--- src/rtl/pxs_pkg.sv ---
// Shared stream-field layout and VGA 640x480 timing defaults for the pixel-stream source.
package pxs_pkg;
    localparam int STR_W   = 26;
    localparam int ACT_B   = 0;
    localparam int VS_B    = 1;
    localparam int HS_B    = 2;
    localparam int YC_LSB  = 3;
    localparam int XC_LSB  = 13;
    localparam int RGB_LSB = 23;
    localparam int COORD_W = 10;
    localparam int RGB_W   = 3;

    localparam int VGA_H_ACTIVE = 640;
    localparam int VGA_H_FP     = 16;
    localparam int VGA_H_SYNC   = 96;
    localparam int VGA_H_BP     = 48;
    localparam int VGA_V_ACTIVE = 480;
    localparam int VGA_V_FP     = 10;
    localparam int VGA_V_SYNC   = 2;
    localparam int VGA_V_BP     = 33;
    localparam bit VGA_HS_POL   = 1'b0;
    localparam bit VGA_VS_POL   = 1'b0;

    // Field order matches the bit positions above, MSB first.
    typedef struct packed {
        logic [RGB_W-1:0]   rgb;
        logic [COORD_W-1:0] xc;
        logic [COORD_W-1:0] yc;
        logic               hs;
        logic               vs;
        logic               act;
    } pxs_word_t;
endpackage

--- src/rtl/pxs_wrap_counter.sv ---
// Modulo-MAX counter (0..MAX-1); wrap_o flags the terminal value so the next increment returns to 0.
module pxs_wrap_counter #(
    parameter int MAX = 800,
    parameter int W   = 10
) (
    input  logic         px_clk,
    input  logic         px_rst_n,
    input  logic         inc_i,
    output logic [W-1:0] cnt_o,
    output logic         wrap_o
);
    logic [W-1:0] r_cnt;

    assign wrap_o = (r_cnt == W'(MAX - 1));
    assign cnt_o  = r_cnt;

    always_ff @(posedge px_clk or negedge px_rst_n) begin
        if (!px_rst_n)  r_cnt <= '0;
        else if (inc_i) r_cnt <= wrap_o ? '0 : r_cnt + 1'b1;
    end
endmodule

--- src/rtl/pxs_vga_timing_gen.sv ---
// VGA timing source: registers one 26-bit stream word per enabled px_clk from the next-coordinate counters.
// Optional colour-bar test pattern is built only when PXS_TESTPAT_EN is defined.
module pxs_vga_timing_gen
    import pxs_pkg::*;
#(
    parameter int H_ACTIVE = VGA_H_ACTIVE,
    parameter int H_FP     = VGA_H_FP,
    parameter int H_SYNC   = VGA_H_SYNC,
    parameter int H_BP     = VGA_H_BP,
    parameter int V_ACTIVE = VGA_V_ACTIVE,
    parameter int V_FP     = VGA_V_FP,
    parameter int V_SYNC   = VGA_V_SYNC,
    parameter int V_BP     = VGA_V_BP,
    parameter bit HS_POL   = VGA_HS_POL,
    parameter bit VS_POL   = VGA_VS_POL
) (
    input  logic             px_clk,
    input  logic             px_rst_n,
    input  logic             en_i,
    output logic [STR_W-1:0] RGBStr_o,
    output logic             frame_start_o
);
    localparam int H_TOTAL = H_ACTIVE + H_FP + H_SYNC + H_BP;
    localparam int V_TOTAL = V_ACTIVE + V_FP + V_SYNC + V_BP;

    localparam logic [COORD_W-1:0] HA_C  = COORD_W'(H_ACTIVE);
    localparam logic [COORD_W-1:0] VA_C  = COORD_W'(V_ACTIVE);
    localparam logic [COORD_W-1:0] HS_LO = COORD_W'(H_ACTIVE + H_FP);
    localparam logic [COORD_W-1:0] HS_HI = COORD_W'(H_ACTIVE + H_FP + H_SYNC);
    localparam logic [COORD_W-1:0] VS_LO = COORD_W'(V_ACTIVE + V_FP);
    localparam logic [COORD_W-1:0] VS_HI = COORD_W'(V_ACTIVE + V_FP + V_SYNC);

    localparam pxs_word_t RST_WORD = '{rgb: '0, xc: '0, yc: '0,
                                       hs: ~HS_POL, vs: ~VS_POL, act: 1'b0};

    logic [COORD_W-1:0] w_hcnt, w_vcnt;
    logic               w_hwrap, w_vwrap;
    logic               w_act;
    logic [RGB_W-1:0]   w_rgb;
    pxs_word_t          w_word;
    pxs_word_t          r_word;
    logic               r_fs;

    pxs_wrap_counter #(.MAX(H_TOTAL), .W(COORD_W)) u_hcnt (
        .px_clk   (px_clk),
        .px_rst_n (px_rst_n),
        .inc_i    (en_i),
        .cnt_o    (w_hcnt),
        .wrap_o   (w_hwrap)
    );

    pxs_wrap_counter #(.MAX(V_TOTAL), .W(COORD_W)) u_vcnt (
        .px_clk   (px_clk),
        .px_rst_n (px_rst_n),
        .inc_i    (en_i & w_hwrap),
        .cnt_o    (w_vcnt),
        .wrap_o   (w_vwrap)
    );

    assign w_act = (w_hcnt < HA_C) && (w_vcnt < VA_C);

`ifdef PXS_TESTPAT_EN
    localparam int                 BAR_W    = H_ACTIVE / 8;
    localparam logic [COORD_W-1:0] BAR_LAST = COORD_W'(BAR_W - 1);

    logic [RGB_W-1:0]   r_bar;
    logic [COORD_W-1:0] r_bw;

    // Bar counters track hcnt, so r_bar is the bar of the word about to be emitted.
    always_ff @(posedge px_clk or negedge px_rst_n) begin
        if (!px_rst_n) begin
            r_bar <= '0;
            r_bw  <= '0;
        end else if (en_i) begin
            if (w_hwrap) begin
                r_bar <= '0;
                r_bw  <= '0;
            end else if (r_bw == BAR_LAST) begin
                r_bar <= r_bar + 1'b1;
                r_bw  <= '0;
            end else begin
                r_bw  <= r_bw + 1'b1;
            end
        end
    end

    assign w_rgb = w_act ? r_bar : '0;
`else
    assign w_rgb = '0;
`endif

    always_comb begin
        w_word     = RST_WORD;
        w_word.rgb = w_rgb;
        w_word.xc  = w_hcnt;
        w_word.yc  = w_vcnt;
        w_word.act = w_act;
        w_word.hs  = (w_hcnt >= HS_LO && w_hcnt < HS_HI) ? HS_POL : ~HS_POL;
        w_word.vs  = (w_vcnt >= VS_LO && w_vcnt < VS_HI) ? VS_POL : ~VS_POL;
    end

    always_ff @(posedge px_clk or negedge px_rst_n) begin
        if (!px_rst_n) begin
            r_word <= RST_WORD;
            r_fs   <= 1'b0;
        end else begin
            r_fs <= en_i && (w_hcnt == '0) && (w_vcnt == '0);
            if (en_i) r_word <= w_word;
        end
    end

    assign RGBStr_o      = r_word;
    assign frame_start_o = r_fs;
endmodule
--- config.mk ---
export PLATFORM = sky130hd
export DESIGN_NAME = pxs_vga_timing_gen
export DESIGN_NICKNAME = d
export VERILOG_FILES = /design/src/rtl/pxs_pkg.sv /design/src/rtl/pxs_wrap_counter.sv /design/src/rtl/pxs_vga_timing_gen.sv
export SDC_FILE = /design/constraint.sdc
export NUM_CORES = 1
export LEC_CHECK = 0
export CORE_UTILIZATION = 53
export DETAILED_ROUTE_END_ITERATION = 16
export PLACE_DENSITY = 0.87
export SYNTH_ARGS = -nofsm -noshare
export SYNTH_HDL_FRONTEND = slang
export SYNTH_HIERARCHICAL = 1
export SYNTH_SLANG_ARGS = --single-unit
--- constraint.sdc ---
create_clock -name px_clk -period 2.7 [get_ports px_clk]
set_input_delay 0.27 -clock px_clk [delete_from_list [all_inputs] [get_ports px_clk]]
set_output_delay 0.27 -clock px_clk [all_outputs]
set_load 0.005 [all_outputs]
* Yosys cells after proc, flatten, opt, wreduce, memory -nomap -nowiden
Index checks and enable logic that the tools add are counted.
** Word-level totals
- Bits in registers :: 44
- Bits in latches :: 0
- Memory bits (writable) :: 0
- Bits in read-only memories :: 0
- Input port bits :: 3
- Output and inout bits :: 27
- Logic and storage cells :: 30
- Memories :: 0
** Operators by class
- Add/sub/neg operators :: 2
- Multiply operators :: 0
- Div/mod/pow operators :: 0
- Magnitude comparators :: 6
- Eq/ne operators :: 2
- Shifts and indexed selects :: 0
- Mux-type cells :: 4
- Bitwise logic cells :: 1
- Reductions and logical operators :: 7
** Operators by type and width (number)
- adder 10 x 1 -> 10 bit (second input constant) :: 2
- equality test 10 bit (second input constant) :: 2
- logical NOT 10 bit :: 2
- < comparator 10 bit (second input constant) :: 2
- < comparator 10 x 9 -> 1 bit (second input constant) :: 2
- 2-to-1 mux 10 bit :: 2
- greater-or-equal comparator 10 bit (second input constant) :: 1
- greater-or-equal comparator 10 x 9 -> 1 bit (second input constant) :: 1
- logical AND 1 bit :: 5
- 2-to-1 mux 1 bit :: 2
- AND 1 bit :: 1

* Depth between registers and ports, before layout
Gate-level depths: netlist of the first run.
- Depth in word-level cells :: 3
- Depth in mapped cells :: 8
- Gate-level depth less buffers :: 7

* Cells and area by module
The synthesis of the first run kept the hierarchy.
** Modules (own cells, without submodules)
- pxs_vga_timing_gen :: instances 1, cells an instance 73, area an instance 1017.2 um^2, seq. area each 603.1 um^2
- pxs_wrap_counter (u_vcnt) :: instances 1, cells an instance 52, area an instance 536.8 um^2, seq. area each 250.2 um^2
- pxs_wrap_counter (u_hcnt) :: instances 1, cells an instance 50, area an instance 511.7 um^2, seq. area each 250.2 um^2

* Worst setup path after synthesis of the first run
Ideal clock, no wire load.
- Path kind :: flip-flop to flip-flop
- From :: register u_hcnt.r_cnt[5] (netlist: u_hcnt/cnt_o[5])
- To :: register u_vcnt.r_cnt[9] (netlist: u_vcnt/cnt_o[9])
- Arrival :: 1.932 ns
- Required time :: 2.613 ns
- Slack :: 0.681 ns
- Stages on the path, launching flop included :: 7
- Buffers on the path :: 0
- Period minus slack after synthesis :: 2.019 ns
- Cells stage by stage :: dfrtp_1 > nand4bb_1 > nor4_1 > and2_1 > nand3_1 > or4_1 > a22oi_1
** Between the ends
- Longest elaborated chain between the ends :: 2
** Ends and longest elaborated chain
- start: declaration :: line pxs_wrap_counter.sv:12 : logic [W-1:0] r_cnt;
- start signal: assignment :: line pxs_wrap_counter.sv:19 : else if (inc_i) r_cnt <= wrap_o ? '0 : r_cnt + 1'b1;
- equality test 10 bit :: line pxs_wrap_counter.sv:14 : assign wrap_o = (r_cnt == W'(MAX - 1));
- via w_hwrap :: line pxs_vga_timing_gen.sv:37 : logic w_hwrap, w_vwrap;
- AND 1 bit :: line pxs_vga_timing_gen.sv:55 : .inc_i (en_i & w_hwrap),
- end signal: assignment :: line pxs_wrap_counter.sv:19
- end: declaration :: line pxs_wrap_counter.sv:12
The timed path passes the listed nets, and every way through them passes these cells.
A chain may end at the register's enable or synchronous reset.

* Worst setup path after layout of the first run
Same ends and word-level chain as after synthesis.

==> results of run 1 <==
## Yosys cell counts, types with 2 or more instances
library cell / count
dfrtp_1: 42
a21oi_1: 3
buf_4: 4
o21ai_0: 6
inv_1: 7
dfstp_2: 2
nor4_1: 5
nand3_1: 7
nor2_1: 6
xnor2_1: 3
and2_1: 2
nand2b_1: 2
ha_1: 3
or4_1: 2
buf_2: 2
or3_1: 2
nand2_1: 9
mux2_2: 21
nor3_1: 4
nand4_1: 7
o31ai_1: 4
o22ai_1: 2
xor2_1: 6
## flip-flops by register name, summed over array words and instances, names as in the netlist
| signal | cells |
|---|---|
| RGBStr_o | 23 |
| u_hcnt/cnt_o | 10 |
| u_vcnt/cnt_o | 10 |
| frame_start_o | 1 |
## metrics by stage
stage,cells,hold slack [ns]
finish,254,0.0979
global route,254,0.197
CTS,254,0.138
detailed placement,246,0.467
global placement,246,0.459
floorplan,177,-0.0256
## worst register-to-register path, stage by stage, from the launching register on
cell and delay, ns:
dfrtp_1 0.47, nand4bb_1 0.28, nor4_1 0.43, and2_1 0.23, nand3_1 0.14, or4_1 0.52, a22oi_1 0.18
## where the power goes
part / internal [W] / switching [W] / total, W
logic: 0.000149 / 0.0000974 / 0.000246
registers: 0.000733 / 0.0000994 / 0.000833
clock network: 0.000181 / 0.000208 / 0.000389
## cell usage in the layout (no fill, tap or decap), types with 2 or more instances in the layout
| cell | instances |
|---|---|
| dfrtp_1 | 42 |
| clkdlybuf4s50_1 | 25 |
| mux2_2 | 21 |
| nand2_1 | 9 |
| nand4_1 | 7 |
| inv_1 | 7 |
| nand3_1 | 7 |
| nor2_1 | 6 |
| o21ai_0 | 6 |
| xor2_1 | 6 |
| nor4_1 | 5 |
| clkbuf_8 | 5 |
| nor3_1 | 4 |
| o31ai_1 | 4 |
| a21oi_1 | 3 |
| conb_1 | 3 |
| buf_4 | 3 |
| xnor2_1 | 3 |
| ha_1 | 3 |
| dfstp_2 | 2 |
| and2_1 | 2 |
| or3_1 | 2 |
| clkbuf_1 | 2 |
| o22ai_1 | 2 |
| nand2b_1 | 2 |
| or4_1 | 2 |
## kinds of logic (layout without fill, tap and decap cells)
| group | after synthesis | after routing |
|---|---|---|
| flip-flops | 44 | 44 |
| other | 1 | 3 |
| adder cells (fa/ha/maj) | 3 | 3 |
| buffers and inverters | 15 | 44 |
| AO/OA/AOI/OAI | 21 | 21 |
| multiplexers | 22 | 22 |
| AND/OR/NAND/NOR | 60 | 60 |
| XOR/XNOR | 9 | 9 |
## path summary, 6_finish.rpt
| path | startpoint | to | slack (ns) | depth (start not counted) |
|---|---|---|---|---|
| max | u_hcnt/cnt_o[5] | u_vcnt/cnt_o[9] | 0.37 | 6 |
| min | px_rst_n | RGBStr_o[6] | 0.1 | 1 |
| max reg2reg | u_hcnt/cnt_o[5] | u_vcnt/cnt_o[9] | 0.37 | 6 |
| min reg2reg | RGBStr_o[2] | RGBStr_o[2] | 0.50 | 2 |
| max in group asynchronous | px_rst_n | RGBStr_o[7] | 2.02 | 1 |
| min in group px_clk | RGBStr_o[2] | RGBStr_o[2] | 0.50 | 2 |
## metal layers
layer | vias up | wire length [µm]
met4 | 0 | 100
li1 | 693 | -
met1 | 710 | 1830
met5 | - | 0
met3 | 8 | 175
met2 | 42 | 1790
## layout make-up
| type | count | area (µm²) |
|---|---|---|
| fillers | 300 | 1250 |
| flip-flops and latches | 44 | 1100 |
| multi-input cells | 118 | 888 |
| repair buffers | 29 | 278 |
| clock buffers | 7 | 76.3 |
| well taps | 48 | 60.1 |
| inverters | 7 | 26.3 |
| clock inverters | 1 | 5.00 |
==> flow_summary_export.csv, run 1 <==
group,metric,value,unit
outcome,status,"finished, final reports clean",
placed_design,gp_congestion,0.832,
clock_network,post_cts_resized,0,
clock_network,cts_made_buffers,5,
layout,area_growth_syn_to_layout,18.0,%
critical_path,path_cells,"nand4bb_1 -> nor4_1 -> and2_1 -> nand3_1 -> or4_1 -> a22oi_1",
synthesis,synth_fa_ha_area_share,1.82,%
global_routing,use_met1,29.7,%
clock_network,postCtsSetupBuffers,0,
global_routing,grt_overflow,0,
synthesis,synth-compound-area-share,6.54,%
synthesis,syn_avg_cell_area,11.8,µm²
critical_path,crit_required,2.92,ns
sta,tightestPinTransition,0.916,ns
synthesis,synthFlopType,"dfrtp_1",
global_routing,use_met2,32.6,%
sta,slew_viol_final,0,
synthesis,synth-seq-cells,44,
clock_network,clkSinkCount,44,
synthesis,synth.area.mux_share,11.9,%
global_routing,grt_pass1_vias,1421,
routing,postRouteAntennaNets,0,
layout,antenna_cells,0,
critical_path,path_delay_family,"simple AND/OR/NAND/NOR gates",
clock_network,cts_tree,"built",
global_routing,met3_usage,3.70,%
floorplan,die_area,4150,µm²
synthesis,synth_cells,175,
placed_design,dp_slack,0.428,ns
floorplan,num_rows,22,
placed_design,dpl_cell_area,2360,µm²
clock_network,holdBufCountCts,0,
placed_design,io_buffer_count,26,
layout,drive_gt1_share,20.4,%
critical_path,critPathSlowestCell,"or4_1",
floorplan,die_y,64.4,µm
critical_path,crit_path_end_kind,"register",
worst_hold_path,hold_class,"in -> async",
placed_design,hpwl,2690,µm
critical_path,critPathKind,"reg -> reg",
routing,post_drt_wl_per_cell,15.3,µm
synthesis,synth_edf_count,0,
routing,drt_iter0_markers,48,
routing,vias,1453,
sta,slew_headroom,38.9,%
sta,finalSetupViolCount,0,
layout,final_util,66.1,%
global_routing,grt-busiest-layer,"met2",
sta,rsz0062_at_grt,"no",
floorplan,core,3690,µm²
layout,nNetsFinal,211,
synthesis,synth_top_area_cell,"dfrtp_1",
global_routing,grtUsageTotal,21.7,%
critical_path,critPathBufInv,0,
global_routing,grt_first_pass_wirelength,6660,µm
run,cap_violations,0,
synthesis,synth-xor-area-share,3.82,%
critical_path,cp.arrival,2.55,ns
synthesis,yosys_warnings,6,
routing,avgViaCountPerCell,5.72,
critical_path,path_max_fanout,10,
synthesis,synth_area_leaders,"dfrtp_1 51%, mux2_2 11%, dfstp_2 2.5%",
synthesis,synthDistinctLibCells,47,
routing,remaining_drc_errors,0,
synthesis,yosys.area.top_type_share,50.9,%
floorplan,die-width,64.4,µm
synthesis,synth_area,2070,µm²
sta,setup-tns-final,0,ns
layout,fin_area,2440,µm²
global_routing,grt_max_degree,45,
synthesis,synth_top_family_by_area,"simple AND/OR/NAND/NOR gates",
routing,totalWireLength,3900,µm
clock_network,cts_max_level,2,
critical_path,worstSetupStartpointType,"register",
power,max-vdd-ir-drop,0.317,mV
global_routing,antenna_found_initial,0,
routing,drt-pass1-iter-count,4,
clock_network,cts_root_buffer,"clkbuf_8",
synthesis,ys_seq_area_share,53.4,%
synthesis,async_flop_share,100,%
sta,layout_setup_ws,0.366,ns
floorplan,start_util,56.0,%
floorplan,io_pins,30,
clock_network,cts_buffer_depth,2,
synthesis,synth-simple-area-share,18.4,%
sta,period_share,86.5,%
sta,timing.fmax,0.428,GHz
clock_network,clk_pin_slew,0.07,ns
sta,finalHoldViolations,0,
clock_network,clkLatencyLatePin,0.30,ns
sta,min_period,2.33,ns
sta,fin_skew,0.00430,ns
power,p_per_area,602,nW/µm²
power,total_power,0.00147,W
critical_path,worst_path_largest_cell_delay,0.52,ns
power,leakagePower,1.05,nW
No activity file was read; power rests on OpenSTA's default activity.
==> inputs of run 2 (changes only) <==
--- a/config.mk
+++ b/config.mk
@@ -7,7 +7,7 @@
 export LEC_CHECK = 0
 export CORE_UTILIZATION = 53
 export DETAILED_ROUTE_END_ITERATION = 16
-export PLACE_DENSITY = 0.87
+export PLACE_DENSITY = 0.81
 export SYNTH_ARGS = -nofsm -noshare
 export SYNTH_HDL_FRONTEND = slang
 export SYNTH_HIERARCHICAL = 1
==> flow_summary_export.csv, run 2 (synthesis results as in run 1) <==
group,metric,value,unit
sta,finalSetupViolCount,0,
layout,seqCellArea,1100,µm²
routing,avgViaCountPerCell,5.89,
layout,final_cell_mix,"42 x dfrtp_1, 25 x clkdlybuf4s50_1, 21 x mux2_2",
layout,largest_reg_flops,23,
floorplan,die_area,4150,µm²
placed_design,hpwl,2860,µm
clock_network,post_cts_resized,0,
routing,vias,1496,
run,cap_violations,0,
layout,fin_cells,254,
critical_path,path_max_fanout,10,
routing,remaining_drc_errors,0,
routing,drt_iter0_markers,63,
clock_network,clkLatencyLatePin,0.30,ns
sta,min_period,2.29,ns
global_routing,antenna_found_initial,0,
outcome,status,"finished, final reports clean",
power,max-vdd-ir-drop,0.485,mV
global_routing,grt_first_pass_wirelength,6820,µm
critical_path,cp.arrival,2.50,ns
critical_path,rr_worst_depth,6,
sta,timing.fmax,0.437,GHz
floorplan,die_y,64.4,µm
sta,setup-tns-final,0,ns
global_routing,grt_overflow,0,
placed_design,gp_congestion,0.917,
clock_network,cts_root_buffer,"clkbuf_8",
layout,n_fill_cell,283,
power,p_per_area,620,nW/µm²
clock_network,cts_max_level,2,
clock_network,cts_buffer_depth,2,
sta,rsz0062_at_grt,"no",
layout,multiInputGateArea,888,µm²
routing,post_drt_wl_per_cell,16.2,µm
sta,finalHoldViolations,0,
floorplan,start_util,56.0,%
placed_design,dp_slack,0.452,ns
clock_network,cts_made_buffers,5,
layout,final_common_cell,"dfrtp_1",
power,total_power,0.00152,W
floorplan,io_pins,30,
layout,nNetsFinal,211,
routing,postRouteAntennaNets,0,
routing,totalWireLength,4110,µm
sta,slew_headroom,35.8,%
sta,fin_skew,0.00508,ns
global_routing,grt_pass1_vias,1489,
clock_network,cts_tree,"built",
placed_design,dp_cells,246,
global_routing,grtUsageTotal,22.0,%
power,leakagePower,1.06,nW
clock_network,clkSinkCount,44,
floorplan,num_rows,22,
sta,tightestPinTransition,0.963,ns
floorplan,die-width,64.4,µm
sta,slew_viol_final,0,
sta,layout_setup_ws,0.413,ns
routing,drt-pass1-iter-count,4,
critical_path,crit_required,2.92,ns
sta,period_share,84.7,%
placed_design,io_buffer_count,26,
layout,final_util,66.4,%
critical_path,crit_path_end_kind,"register",
global_routing,grt_max_degree,45,
layout,drive_gt1_share,21.4,%
layout,antenna_cells,0,
clock_network,clk_pin_slew,0.08,ns
worst_hold_path,hold_class,"in -> async",
floorplan,core,3690,µm²
clock_network,postCtsSetupBuffers,0,
clock_network,holdBufCountCts,0,
layout,area_growth_syn_to_layout,18.5,%
critical_path,worstSetupStartpointType,"register",
critical_path,critPathKind,"reg -> reg",
run 2: cell count changes in the layout (fill, tap and decap cells not counted), sizes merged:
cell and change:
clkbuf -1, clkinv +1
run 2: layer usage:
layer / wire length, µm / global-route usage [%] / up-vias
met5: 0 / 0 / -
met4: 78 / 10.0 / 0
met3: 167 / 5.99 / 11
met2: 2100 / 36.2 / 46
met1: 1760 / 27.1 / 745
li1: - / - / 694
run 2: final cells by class:
type / count / area share, %
clock buffer: 6 / 3.37
clock inverter: 2 / 0.409
inverter: 7 / 1.07
multi-input combinational: 118 / 36.3
sequential: 44 / 45.1
tap: 48 / 2.45
timing repair buffer: 29 / 11.3
run 2: worst paths after layout:
| check | startpoint | to | slack (ns) |
|---|---|---|---|
| worst max-delay path | u_hcnt/cnt_o[5] | u_vcnt/cnt_o[9] | 0.41 |
| worst min-delay path | px_rst_n | frame_start_o | 0.12 |
| worst max register to register | u_hcnt/cnt_o[5] | u_vcnt/cnt_o[9] | 0.41 |
| worst min register to register | RGBStr_o[1] | RGBStr_o[1] | 0.51 |
| max in group asynchronous | px_rst_n | RGBStr_o[7] | 1.98 |
| min in group px_clk | RGBStr_o[1] | RGBStr_o[1] | 0.51 |
run 2: metrics by stage:
step / area (µm²) / hold slack (ns)
finish: 2450 / 0.116
floorplan: 2070 / -0.0256
CTS: 2450 / 0.142
global route: 2450 / 0.207
detailed placement: 2360 / 0.465
global placement: 2360 / 0.452
run 2: worst max-delay path, stage by stage (launching register included):
cell	delay, ns
dfrtp_1	0.48
nand4bb_1	0.27
nor4_1	0.41
and2_1	0.22
nand3_1	0.14
or4_1	0.52
a22oi_1	0.16
run 2: power by group:
group	total [W]	switching [W]	internal (W)
combinational	0.000254	0.000105	0.000150
sequential	0.000841	0.000108	0.000733
clock	0.000423	0.000219	0.000204
total	0.00152	0.000431	0.00109
